==> src/rtl/vga_timing_pkg.sv <==
// Timing constants for 640x480@60Hz VGA on a 25 MHz pixel clock.
// Sync positions are half-open windows [start, end) in counter units.
package vga_timing_pkg;

    localparam int H_VISIBLE = 640;
    localparam int H_FRONT   = 16;
    localparam int H_SYNC    = 96;
    localparam int H_BACK    = 48;
    localparam int H_TOTAL      = H_VISIBLE + H_FRONT + H_SYNC + H_BACK;
    localparam int H_SYNC_START = H_VISIBLE + H_FRONT;
    localparam int H_SYNC_END   = H_SYNC_START + H_SYNC;

    localparam int V_VISIBLE = 480;
    localparam int V_FRONT   = 10;
    localparam int V_SYNC    = 2;
    localparam int V_BACK    = 33;
    localparam int V_TOTAL      = V_VISIBLE + V_FRONT + V_SYNC + V_BACK;
    localparam int V_SYNC_START = V_VISIBLE + V_FRONT;
    localparam int V_SYNC_END   = V_SYNC_START + V_SYNC;

    // Active level of both sync pulses; 0 means active-low.
    localparam bit SYNC_POL = 1'b0;

    localparam int CNT_W   = 10;
    localparam int PIXEL_W = 10;
    localparam int LINE_W  = 9;

endpackage

==> src/rtl/vga_syncgen_if.sv <==
// Video timing bundle from the sync generator to the pixel renderer.
// No handshake: every signal is valid on every clock and describes the current position.
interface vga_syncgen_if;
    import vga_timing_pkg::*;

    logic               h_sync;
    logic               v_sync;
    logic [PIXEL_W-1:0] pixel;
    logic [LINE_W-1:0]  line;

    modport master (output h_sync, output v_sync, output pixel, output line);
    modport slave  (input  h_sync, input  v_sync, input  pixel, input  line);

endinterface

==> src/rtl/vga_syncgen_counter.sv <==
// Modulo-N counter with enable, wrap strobe and a pulse-window decode of the
// value being loaded, so the consumer can register outputs with zero latency.
module sync_counter #(
    parameter int W       = 10,
    parameter int N       = 800,
    parameter int P_START = 656,
    parameter int P_END   = 752
) (
    input  logic         clk,
    input  logic         reset,
    input  logic         en,
    output logic [W-1:0] cnt_next,
    output logic         wrap,
    output logic         pulse_next
);

    localparam logic [W-1:0] LAST = W'(N - 1);
    localparam logic [W-1:0] PS   = W'(P_START);
    localparam logic [W-1:0] PE   = W'(P_END);

    logic [W-1:0] cnt;

    always_comb begin
        wrap     = en && (cnt == LAST);
        cnt_next = cnt;
        if (en) begin
            cnt_next = (cnt == LAST) ? '0 : cnt + W'(1);
        end
        pulse_next = (cnt_next >= PS) && (cnt_next < PE);
    end

    always_ff @(posedge clk) begin
        if (reset) begin
            cnt <= '0;
        end else begin
            cnt <= cnt_next;
        end
    end

endmodule

==> src/rtl/vga_syncgen.sv <==
// VGA sync generator top: horizontal/vertical counters plus registered
// sync, pixel and line outputs decoded from the next counter values.
module vga_syncgen
    import vga_timing_pkg::*;
#(
    parameter int H_VIS    = H_VISIBLE,
    parameter int H_FP     = H_FRONT,
    parameter int H_SW     = H_SYNC,
    parameter int H_BP     = H_BACK,
    parameter int V_VIS    = V_VISIBLE,
    parameter int V_FP     = V_FRONT,
    parameter int V_SW     = V_SYNC,
    parameter int V_BP     = V_BACK,
    parameter bit SYNC_ACT = SYNC_POL
) (
    input  logic           clk,
    input  logic           reset,
    vga_syncgen_if.master  vga
);

    localparam int H_TOT = H_VIS + H_FP + H_SW + H_BP;
    localparam int H_SS  = H_VIS + H_FP;
    localparam int H_SE  = H_SS + H_SW;
    localparam int V_TOT = V_VIS + V_FP + V_SW + V_BP;
    localparam int V_SS  = V_VIS + V_FP;
    localparam int V_SE  = V_SS + V_SW;

    localparam logic [CNT_W-1:0] H_VIS_C = CNT_W'(H_VIS);
    localparam logic [CNT_W-1:0] V_VIS_C = CNT_W'(V_VIS);

    logic [CNT_W-1:0] h_next;
    logic [CNT_W-1:0] v_next;
    logic             h_wrap;
    logic             h_pulse;
    logic             v_pulse;
    logic             unused_v_wrap;

    sync_counter #(.W(CNT_W), .N(H_TOT), .P_START(H_SS), .P_END(H_SE)) u_h_cnt (
        .clk        (clk),
        .reset      (reset),
        .en         (1'b1),
        .cnt_next   (h_next),
        .wrap       (h_wrap),
        .pulse_next (h_pulse)
    );

    // The vertical counter steps once per line, on the horizontal wrap.
    sync_counter #(.W(CNT_W), .N(V_TOT), .P_START(V_SS), .P_END(V_SE)) u_v_cnt (
        .clk        (clk),
        .reset      (reset),
        .en         (h_wrap),
        .cnt_next   (v_next),
        .wrap       (unused_v_wrap),
        .pulse_next (v_pulse)
    );

    always_ff @(posedge clk) begin
        if (reset) begin
            vga.h_sync <= ~SYNC_ACT;
            vga.v_sync <= ~SYNC_ACT;
            vga.pixel  <= '0;
            vga.line   <= '0;
        end else begin
            vga.h_sync <= h_pulse ? SYNC_ACT : ~SYNC_ACT;
            vga.v_sync <= v_pulse ? SYNC_ACT : ~SYNC_ACT;
            vga.pixel  <= (h_next < H_VIS_C && v_next < V_VIS_C) ? PIXEL_W'(h_next) : '0;
            vga.line   <= (v_next < V_VIS_C) ? LINE_W'(v_next) : '0;
        end
    end

endmodule

==> src/flat_wrapper.sv <==
// flat-port wrapper written by rule: the top's interface ports become plain ports
module vga_syncgen_flat import vga_timing_pkg::*;
#(
    parameter int H_VIS    = H_VISIBLE,
    parameter int H_FP     = H_FRONT,
    parameter int H_SW     = H_SYNC,
    parameter int H_BP     = H_BACK,
    parameter int V_VIS    = V_VISIBLE,
    parameter int V_FP     = V_FRONT,
    parameter int V_SW     = V_SYNC,
    parameter int V_BP     = V_BACK,
    parameter bit SYNC_ACT = SYNC_POL
)
  (clk, reset, vga_h_sync, vga_v_sync, vga_pixel, vga_line);
  vga_syncgen_if vga_i ();
  input  logic clk;
  input  logic reset;
  output wire logic [$bits(vga_i.h_sync)-1:0] vga_h_sync;
  output wire logic [$bits(vga_i.v_sync)-1:0] vga_v_sync;
  output wire logic [$bits(vga_i.pixel)-1:0] vga_pixel;
  output wire logic [$bits(vga_i.line)-1:0] vga_line;
  assign vga_h_sync = vga_i.h_sync;
  assign vga_v_sync = vga_i.v_sync;
  assign vga_pixel = vga_i.pixel;
  assign vga_line = vga_i.line;
  vga_syncgen #(.H_VIS(H_VIS), .H_FP(H_FP), .H_SW(H_SW), .H_BP(H_BP), .V_VIS(V_VIS), .V_FP(V_FP), .V_SW(V_SW), .V_BP(V_BP), .SYNC_ACT(SYNC_ACT)) u_core (.clk(clk), .reset(reset), .vga(vga_i));
endmodule
==> config.mk <==
export PLATFORM = sky130hd
export DESIGN_NAME = vga_syncgen_flat
export DESIGN_NICKNAME = d
export VERILOG_FILES = /design/src/rtl/vga_timing_pkg.sv /design/src/rtl/vga_syncgen_if.sv /design/src/rtl/vga_syncgen_counter.sv /design/src/rtl/vga_syncgen.sv /design/src/flat_wrapper.sv
export SDC_FILE = /design/constraint.sdc
export NUM_CORES = 1
export LEC_CHECK = 0
export ABC_AREA = 1
export CAP_MARGIN = 25
export CELL_PAD_IN_SITES_DETAIL_PLACEMENT = 1
export CELL_PAD_IN_SITES_GLOBAL_PLACEMENT = 2
export CORE_MARGIN = 10
export CORE_UTILIZATION = 31
export DETAILED_ROUTE_END_ITERATION = 8
export PLACE_DENSITY = 0.88
export SETUP_SLACK_MARGIN = 0.1
export SLEW_MARGIN = 20
export SYNTH_ARGS = -nofsm -noshare
export SYNTH_HDL_FRONTEND = slang
export SYNTH_SLANG_ARGS = --single-unit
==> constraint.sdc <==
create_clock -name clk -period 1.91 [get_ports clk]
set_input_delay 0.4775 -clock clk [delete_from_list [all_inputs] [get_ports clk]]
set_output_delay 0.4775 -clock clk [all_outputs]
set_load 0.005 [all_outputs]
### Word-level counts from Yosys, hierarchy flattened

Cells that the tools add are included.

| storage, ports and cells | value |
|---|---|
| register bits | 41 |
| bits in latches | 0 |
| RAM bits | 0 |
| bits in read-only memories | 0 |
| bits of input ports | 2 |
| output and inout port bits | 21 |
| word-level logic and storage cells | 28 |
| memories kept | 0 |

| operators by class | value |
|---|---|
| $add $sub $neg | 2 |
| $mul | 0 |
| div/mod/pow operators | 0 |
| order comparisons | 6 |
| eq/ne operators | 2 |
| shift-type cells | 0 |
| muxes and demuxes | 5 |
| bitwise logic cells | 2 |
| reductions and logical operators | 5 |

Operators with widths:

| kind | number |
|---|---|
| $mux 10 | 3 |
| $add 10x1->10 const B | 2 |
| $eq 10x10->1 const B | 2 |
| $lt 10x10->1 const B | 2 |
| $lt 10x9->1 const B | 2 |
| $ge 10x10->1 const B | 1 |
| $ge 10x9->1 const B | 1 |
| $reduce_or 2->1 | 2 |
| $logic_and 1x1->1 | 3 |
| $mux 1 | 2 |
| $not 1->1 | 2 |

### Longest topological paths before layout

Gate-level depths: netlist of the first run.

| logic depth | value |
|---|---|
| word-level depth | 7 |
| depth in mapped cells | 12 |
| depth with buffers taken out | 12 |

### By module

A second synthesis of the first run with hierarchy kept.

| unflattened totals | value |
|---|---|
| cells, all modules | 278 |
| area total of the unflattened synthesis | 2095.8 sq um |

By module, submodules not included:

| module | instances | cells each | area an instance (sq um) |
|---|---|---|---|
| vga_syncgen | 1 | 65 | 734.5 |
| sync_counter (u_core.u_v_cnt) | 1 | 113 | 700.7 |
| sync_counter (u_core.u_h_cnt) | 1 | 100 | 660.6 |

### Least setup slack after synthesis of the first run

Ideal clock, no wire load.

| path | value |
|---|---|
| path type | register to register |
| from | register u_core.u_h_cnt.cnt[0] |
| to | register u_core.vga.pixel[7] |
| library setup time | 121 ps |
| data arrival time | 1507 ps |
| required time | 1789 ps |
| path slack | 281 ps |
| cell stages (with the launch flop) | 12 |
| cell sequence | dfxtp_1 > ha_1 > nand2_2 > nor2_4 > nand4_2 > buf_6 > nand2_2 > nand2_2 > nor2_2 > nand2_4 > nand3_4 > nor2_2 |

| on the way | value |
|---|---|
| cells in the longest elaborated chain, start to end | 6 |
| elaborated cells on any way between the ends | 9 |
| classes of those cells | add/sub: 1; order compare: 2; eq/ne: 1; mux: 2; bitwise: 1; reduce/logical: 2 |

RTL lines:

| item | line | RTL |
|---|---|---|
| start, declared | vga_syncgen_counter.sv:21 | `logic [W-1:0] cnt;` |
| start signal, assigned | vga_syncgen_counter.sv:36 | `cnt <= cnt_next;` |
| $add 10x1->10 / $eq 10x10->1 (equally long branches) | vga_syncgen_counter.sv:27, vga_syncgen_counter.sv:24 |  |
| $mux 10 (on tied branches) | vga_syncgen_counter.sv:27, vga_syncgen_counter.sv:26 |  |
| $lt 10x10->1 / $lt 10x9->1 (equally long branches) | vga_syncgen.sv:66 | `vga.pixel <= (h_next < H_VIS_C && v_next < V_VIS_C) ? PIXEL_W'(h_next) : '0;` |
| $logic_and 1x1->1 | vga_syncgen.sv:66 |  |
| $not 1->1 (no source line) | n/a |  |
| $reduce_or 2->1 (no source line) | n/a |  |
| end signal, assigned | vga_syncgen.sv:66 |  |
| end, declared | vga_syncgen_if.sv:11 | `modport master (output h_sync, output v_sync, output pixel, output line);` |

Several ways; a longest one is shown, not always the timed one.
A chain may end at the register's enable or synchronous reset.

### Worst setup path in the final report of the first run

| path | value |
|---|---|
| from | register u_core.u_h_cnt.cnt[1] |
| to | register u_core.vga.pixel[9] |

Same word-level chain as after synthesis.

==> flow_summary.yaml, run 1 <==
final_layout:
  finalNetCount: 317
  drive_above_1_share_pct: 27.3
  stdcell_area_mm2: 0.00261
  antenna_cells_inserted: 0
  area_delta_synth_final_pct: 37.2
job:
  drv_cap: 0
route:
  drt-pass1-iter-count: 4
  drt-vias-per-instance: 4.58
  route.detailed.wl_per_inst_um: 14.3
  num_vias: 1768
  antenna_left: 0
  routed_wirelength_mm: 5.53
  count_of_unresolved_drc_violations_after_routing: 0
  drt-initial-drc-count: 82
sta:
  final.hold.worst_slack_ps: 543
  drv_slew: 0
  worst_slack_setup_final_ps: 98.8
  maxClockFrequency_mhz: 552
  finalSetupViolCount: 0
  period_share_pct: 94.8
  final_period_minus_worst_setup_slack_ps: 1810
  finalClockSkew_ps: 5.37
  finalHoldViolations: 0
  setup_repair_after_global_routing_missed_its_margin: "yes"
  max-slew-margin-rel_pct: 76.3
  tightestPinTransition_ps: 355
critical_path:
  arrival_ps: 2050
  critical_path.cell_chain: "ha_4 -> nand2_4 -> nor2_4 -> buf_6 -> nand3_4 -> nor2_4 -> nand2_2 -> nand2_4 -> nor2_4 -> nand2_4 -> nand3_4 -> nor2_2"
  critPathKind: "register to register"
  cp_slowest_cell: "dfxtp_2"
  worst_ep_required_time_ps: 2150
  slowest_delay_ps: 360
  critical_path.startpoint_type: "register"
  critical_path_peak_fanout: 7
  critPathCaptureType: "register"
yosys:
  syn-num-nets: 262
  synth_cells: 256
  avgSynthCellArea_um2: 7.43
  ys_seq_area_share_pct: 43.1
  post_synth_instance_area_mm2: 0.00190
  synth.lib_cells_used.distinct: 24
  postSynthRegisterBits: 41
  yosysWarningCount: 0
clocking:
  cts_max_level: 2
  cts_tree: "done"
  clock_tree.root_cell: "clkbuf_8"
  clk_path_buf_depth: 2
  worst_skew_pair.late_latency_ps: 290
  cts_buffers: 5
  clkTransAtPathRegs_ps: 70
  cts_sink_cnt: 41
global_routing:
  pin_count_of_the_biggest_net_entering_global_routing: 13
  first_pass_grt_wire_length_mm: 8.98
  number_of_antenna_violations_at_the_first_check_in_global_routing: 0
  gr-usage-all-layers_pct: 11.2
  first_global_vias: 1858
  globalRouteOverflowTotal: 0
pwr:
  power_report.internal_total_uw: 1280
  netSwitchingFraction_pct: 21.4
  comb_power_share_pct: 4.4
  leakagePower_uw: 0.00112
  vdd_drop_max_mv: 0.402
  power.switching_uw: 347
  power.density_cell_area_mw_per_mm2: 622
  share_clk_of_total_power_pct: 41.9
  power.sequential.fraction_pct: 53.8
place:
  preCtsSetupSlack_ps: 17.8
  post_dp_area_mm2: 0.00233
  gpl.final_weighted_congestion: 0.805
  placement.io_buffers: 22
  place.detailed.hpwl_mm: 4.00
floorplanning:
  pin_count: 23
  initial_core_util_pct: 32.0
  placeableCoreArea_mm2: 0.00596
  die_h_um: 98.4
  die_w_um: 98.4
  std_cell_rows: 28
  design.die.area_mm2: 0.00967
min_path:
  hold_class: "register to register"
run_status:
  result_of_the_run: "completed"
-- layer usage --
metal / part of all wire [%] / GRT usage [%] / routed length (µm)
met5: 0 / 0 / 0
met4: 2.0 / 4.30 / 111
met3: 2.5 / 2.18 / 137
met2: 49 / 18.5 / 2710
met1: 46 / 13.8 / 2570
-- what timing repair did --
| item | in CTS | in global routing |
|---|---|---|
| setup endpoints to repair | 19 | 25 |
| hold buffers | 0 | 0 |
| gates cloned | 1 | 0 |
| endpoints found under the hold margin | 0 | 0 |
| setup buffers | 6 | 5 |
| pin swaps | 13 | 13 |
| gates resized for setup | 11 | 9 |
-- through the flow --
| step | utilization (%) | instances | setup TNS (ps) | power (µW) |
|---|---|---|---|---|
| finish | 43.8 | 386 | 0 | 1630 |
| floorplan | - | 256 | 0 | 922 |
| detailed placement | 39.1 | 367 | 0 | 952 |
| global placement | 39.1 | 367 | 0 | 951 |
| global route | 43.8 | 386 | -420 | 1680 |
| CTS | 42.7 | 381 | 0 | 1640 |
-- cell families after synthesis --
kind of cell             synth area share, %
flip-flops                              43.1
AND/OR/NAND/NOR                         43.1
buffers and inverters                   7.89
adder cells (fa/ha/maj)                 2.63
XOR/XNOR                               0.921
AO/OA/AOI/OAI                           2.37
-- registers in the layout, indices dropped and copies added, names as in the netlist --
name                flops
u_core.vga.h_sync       1
u_core.vga.line         9
u_core.u_h_cnt.cnt     10
u_core.u_v_cnt.cnt     10
u_core.vga.pixel       10
u_core.vga.v_sync       1
-- power groups by stage --
stage / Sequential [µW] / Clock, µW / Combinational (µW)
3_5_place_dp: 891 / 0 / 60.8
6_report: 874 / 680 / 70.7
3_3_place_gp: 890 / 0 / 61.0
5_1_grt: 875 / 726 / 77.7
2_1_floorplan: 891 / 0 / 31.6
4_1_cts: 873 / 694 / 71.6
-- critical path: cells and delay by family, from the launching register on --
family                   cells  cell delay (ps)
AND/OR/NAND/NOR             10             1090
flip-flops                   1              360
adder cells (fa/ha/maj)      1              160
buffers and inverters        1              130
-- synth_stat cells, drive strengths merged --
cell type | instances | area share [%]
xor2 | 1 | 0.46
nand3b | 2 | 0.79
clkbuf | 2 | 0.39
o21ai | 7 | 1.8
dfxtp | 41 | 43
a21oi | 2 | 0.53
nand4 | 9 | 3.3
xnor2 | 1 | 0.46
buf | 1 | 0.59
ha | 4 | 2.6
nor2 | 59 | 15
nor3 | 5 | 1.8
nand2 | 68 | 15
inv | 35 | 6.9
nand3 | 19 | 6.4
-- final cells by class --
cell class | count | area, µm²
well taps | 75 | 93.8
inverters | 35 | 131
multi-input cells | 178 | 1020
fillers | 745 | 3340
clock inverters | 2 | 35.0
repair buffers | 50 | 434
clock buffers | 5 | 68.8
flip-flops and latches | 41 | 823
-- worst paths after layout --
kind                         startpoint                    end  slack [ps]  depth (start not counted)
setup / recovery  u_core.u_h_cnt.cnt[1]    u_core.vga.pixel[9]         100                         12
hold / removal    u_core.u_v_cnt.cnt[9]  u_core.u_v_cnt.cnt[9]         540                          2
setup reg to reg  u_core.u_h_cnt.cnt[1]    u_core.vga.pixel[9]         100                         12
hold reg to reg   u_core.u_v_cnt.cnt[9]  u_core.u_v_cnt.cnt[9]         540                          2
-- layout by cell type (no fill, tap or decap), drive strengths merged --
cell type and count:
ha 4, nand3b 2, nand2 68, nand4 9, clkinv 1, dfxtp 41, o21ai 7, inv 35
nand3 20, clkdlybuf4s50 22, a21oi 2, buf 28, clkbuf 5, xor2 1, nor3 5, nor2 59
xnor2 1, bufinv 1
(Power assumes the default switching activity.)
==> run 2, diff against run 1 <==
Settings changed: PLACE_DENSITY 0.88 to 0.75.
==> run 2 against run 1 <==
First-iteration DRC count down 22%. Fmax up 2.7%. Via count down 0.68%. Sequential share of layout area down 1.0 points. Total power down 7.2%. Highest routed layer unchanged.
==> flow_summary.yaml, run 2 (synthesis results as in run 1) <==
run_status:
  result_of_the_run: "completed"
route:
  wl_met3_um: 185
  met2WireLength_mm: 2.34
  num_vias: 1756
  wl_met1_mm: 2.97
  top_routing_layer_in_use: "met4"
  drt-initial-drc-count: 64
  routed_wirelength_mm: 5.58
  drt-pass1-iter-count: 4
  route.detailed.wl_per_inst_um: 14.4
  drt-vias-per-instance: 4.53
  antenna_left: 0
  count_of_unresolved_drc_violations_after_routing: 0
critical_path:
  critPathKind: "register to register"
  critPathCaptureType: "register"
  cp_slowest_cell: "dfxtp_2"
  worstReg2RegStart: "u_core.u_h_cnt.cnt[1]"
  arrival_ps: 2010
  reg2regPathDepth: 12
  critical_path.cell_chain: "ha_4 -> nand2_4 -> nor2_4 -> buf_6 -> nand2_8 -> nor3_4 -> buf_4 -> nand2_2 -> nand2_2 -> nand3_4 -> buf_6 -> nor2_2"
  crit_family: "simple AND/OR/NAND/NOR gates"
  critical_path.startpoint_type: "register"
  critical_path_peak_fanout: 5
  timing.reg2reg.setup_slack_ps: 150
  worst_ep_required_time_ps: 2150
  count_of_buffering_cells_on_the_critical_path_with_inverters_included: 3
  worst_r2r_endpoint: "u_core.vga.line[2]"
  slowest_delay_ps: 360
place:
  post_dp_area_mm2: 0.00233
  place.detailed.hpwl_mm: 4.12
  post-place-cells: 368
  gpl.final_weighted_congestion: 0.782
  preCtsSetupSlack_ps: -48.5
  placement.io_buffers: 22
clocking:
  cts_sink_cnt: 41
  holdBufCountCts: 0
  clock_tree.root_cell: "clkbuf_8"
  worst_skew_pair.late_latency_ps: 300
  cts_buffers: 5
  cts_max_level: 2
  clkTransAtPathRegs_ps: 80
  cts_tree: "done"
  clk_path_buf_depth: 2
global_routing:
  globalRouteOverflowTotal: 0
  first_pass_grt_wire_length_mm: 9.55
  gr-usage-all-layers_pct: 12.0
  first_global_vias: 1854
  number_of_antenna_violations_at_the_first_check_in_global_routing: 0
  pin_count_of_the_biggest_net_entering_global_routing: 14
sta:
  period_share_pct: 92.4
  tightestPinTransition_ps: 436
  finalSetupViolCount: 0
  finalClockSkew_ps: 6.03
  max-slew-margin-rel_pct: 70.6
  final_period_minus_worst_setup_slack_ps: 1760
  timing.setup.tns_ps: 0
  worst_slack_setup_final_ps: 146
  setup_repair_after_global_routing_missed_its_margin: "yes"
  maxClockFrequency_mhz: 567
  drv_slew: 0
  finalHoldViolations: 0
final_layout:
  stdcell_area_mm2: 0.00273
  reg_top3: "u_core.u_h_cnt.cnt (10), u_core.u_v_cnt.cnt (10), u_core.vga.pixel (10)"
  post_layout_nonfiller_instances: 388
  drive_above_1_share_pct: 35.1
  antenna_cells_inserted: 0
  mostFrequentLayoutCells: "46 x nand2_1, 35 x dfxtp_1, 33 x nor2_1"
  area_delta_synth_final_pct: 43.6
  final_common_cell: "nand2_1"
  finalNetCount: 318
floorplanning:
  die_h_um: 98.4
  initial_core_util_pct: 32.0
  pin_count: 23
  placeableCoreArea_mm2: 0.00596
  die_w_um: 98.4
  design.die.area_mm2: 0.00967
  std_cell_rows: 28
job:
  drv_cap: 0
min_path:
  hold-path-cell-count: 2
  hold_start: "u_core.u_v_cnt.cnt[9]"
  worstHoldEndpoint: "u_core.u_v_cnt.cnt[9]"
  hold_class: "register to register"
pwr:
  power.density_cell_area_mw_per_mm2: 552
  vdd_drop_max_mv: 0.445
  leakagePower_uw: 0.00113
run 2: changes by cell type in the layout (fill, tap and decap cells not counted), sizes merged:
cell / before / now
clkinvlp: 0 / 2
clkinv: 1 / 0
clkbuf: 5 / 6
bufinv: 1 / 0
nand4: 9 / 10
run 2: worst max path at each step:
stage	from	to	slack (ps)	cells past startpoint
after global placement	u_core.u_h_cnt.cnt[0]	u_core.vga.line[4]	10	10
after global routing	u_core.u_h_cnt.cnt[1]	u_core.vga.line[4]	40	10
after CTS	u_core.u_h_cnt.cnt[0]	u_core.vga.line[3]	110	13
final	u_core.u_h_cnt.cnt[1]	u_core.vga.line[2]	150	12
after detailed placement	u_core.u_h_cnt.cnt[1]	u_core.vga.line[4]	-50	10
after floorplan	u_core.u_h_cnt.cnt[0]	u_core.vga.pixel[7]	280	11
run 2: worst min-delay path, cell delays in order, from the launching register on:
cell	delay (ps)
dfxtp_1	370
nand2_2	90
a21oi_1	60
run 2: power by group:
part | switching (µW) | internal, µW
combinational | 38.7 | 30.7
clock | 310 | 257
sequential | 7.93 | 863
run 2: what timing repair did:
action	4_1_cts	5_1_grt
gates resized for setup	13	46
gates cloned	2	0
hold endpoints to repair	0	0
setup endpoints to repair	21	23
buffers inserted	5	5
pin swaps	6	21
run 2: per-stage QoR:
stage | power [µW] | utilization, % | hold slack, ps
floorplan | 922 | - | 498
global placement | 949 | 39.2 | 553
detailed placement | 949 | 39.2 | 557
CTS | 1530 | 42.6 | 570
global route | 1570 | 45.9 | 603
finish | 1510 | 45.9 | 563
run 2: layout make-up:
class	count	area, µm²
clock inverters	2	15.0
flip-flops and latches	41	833
clock buffers	6	72.6
well taps	75	93.8
repair buffers	50	445
fillers	753	3220
multi-input cells	179	1130
inverters	35	139
run 2: routing by layer:
layer,global-route usage (%),vias up
met5,0,-
met4,4.30,0
met3,3.17,7
met2,17.1,18
met1,16.7,824
li1,-,907
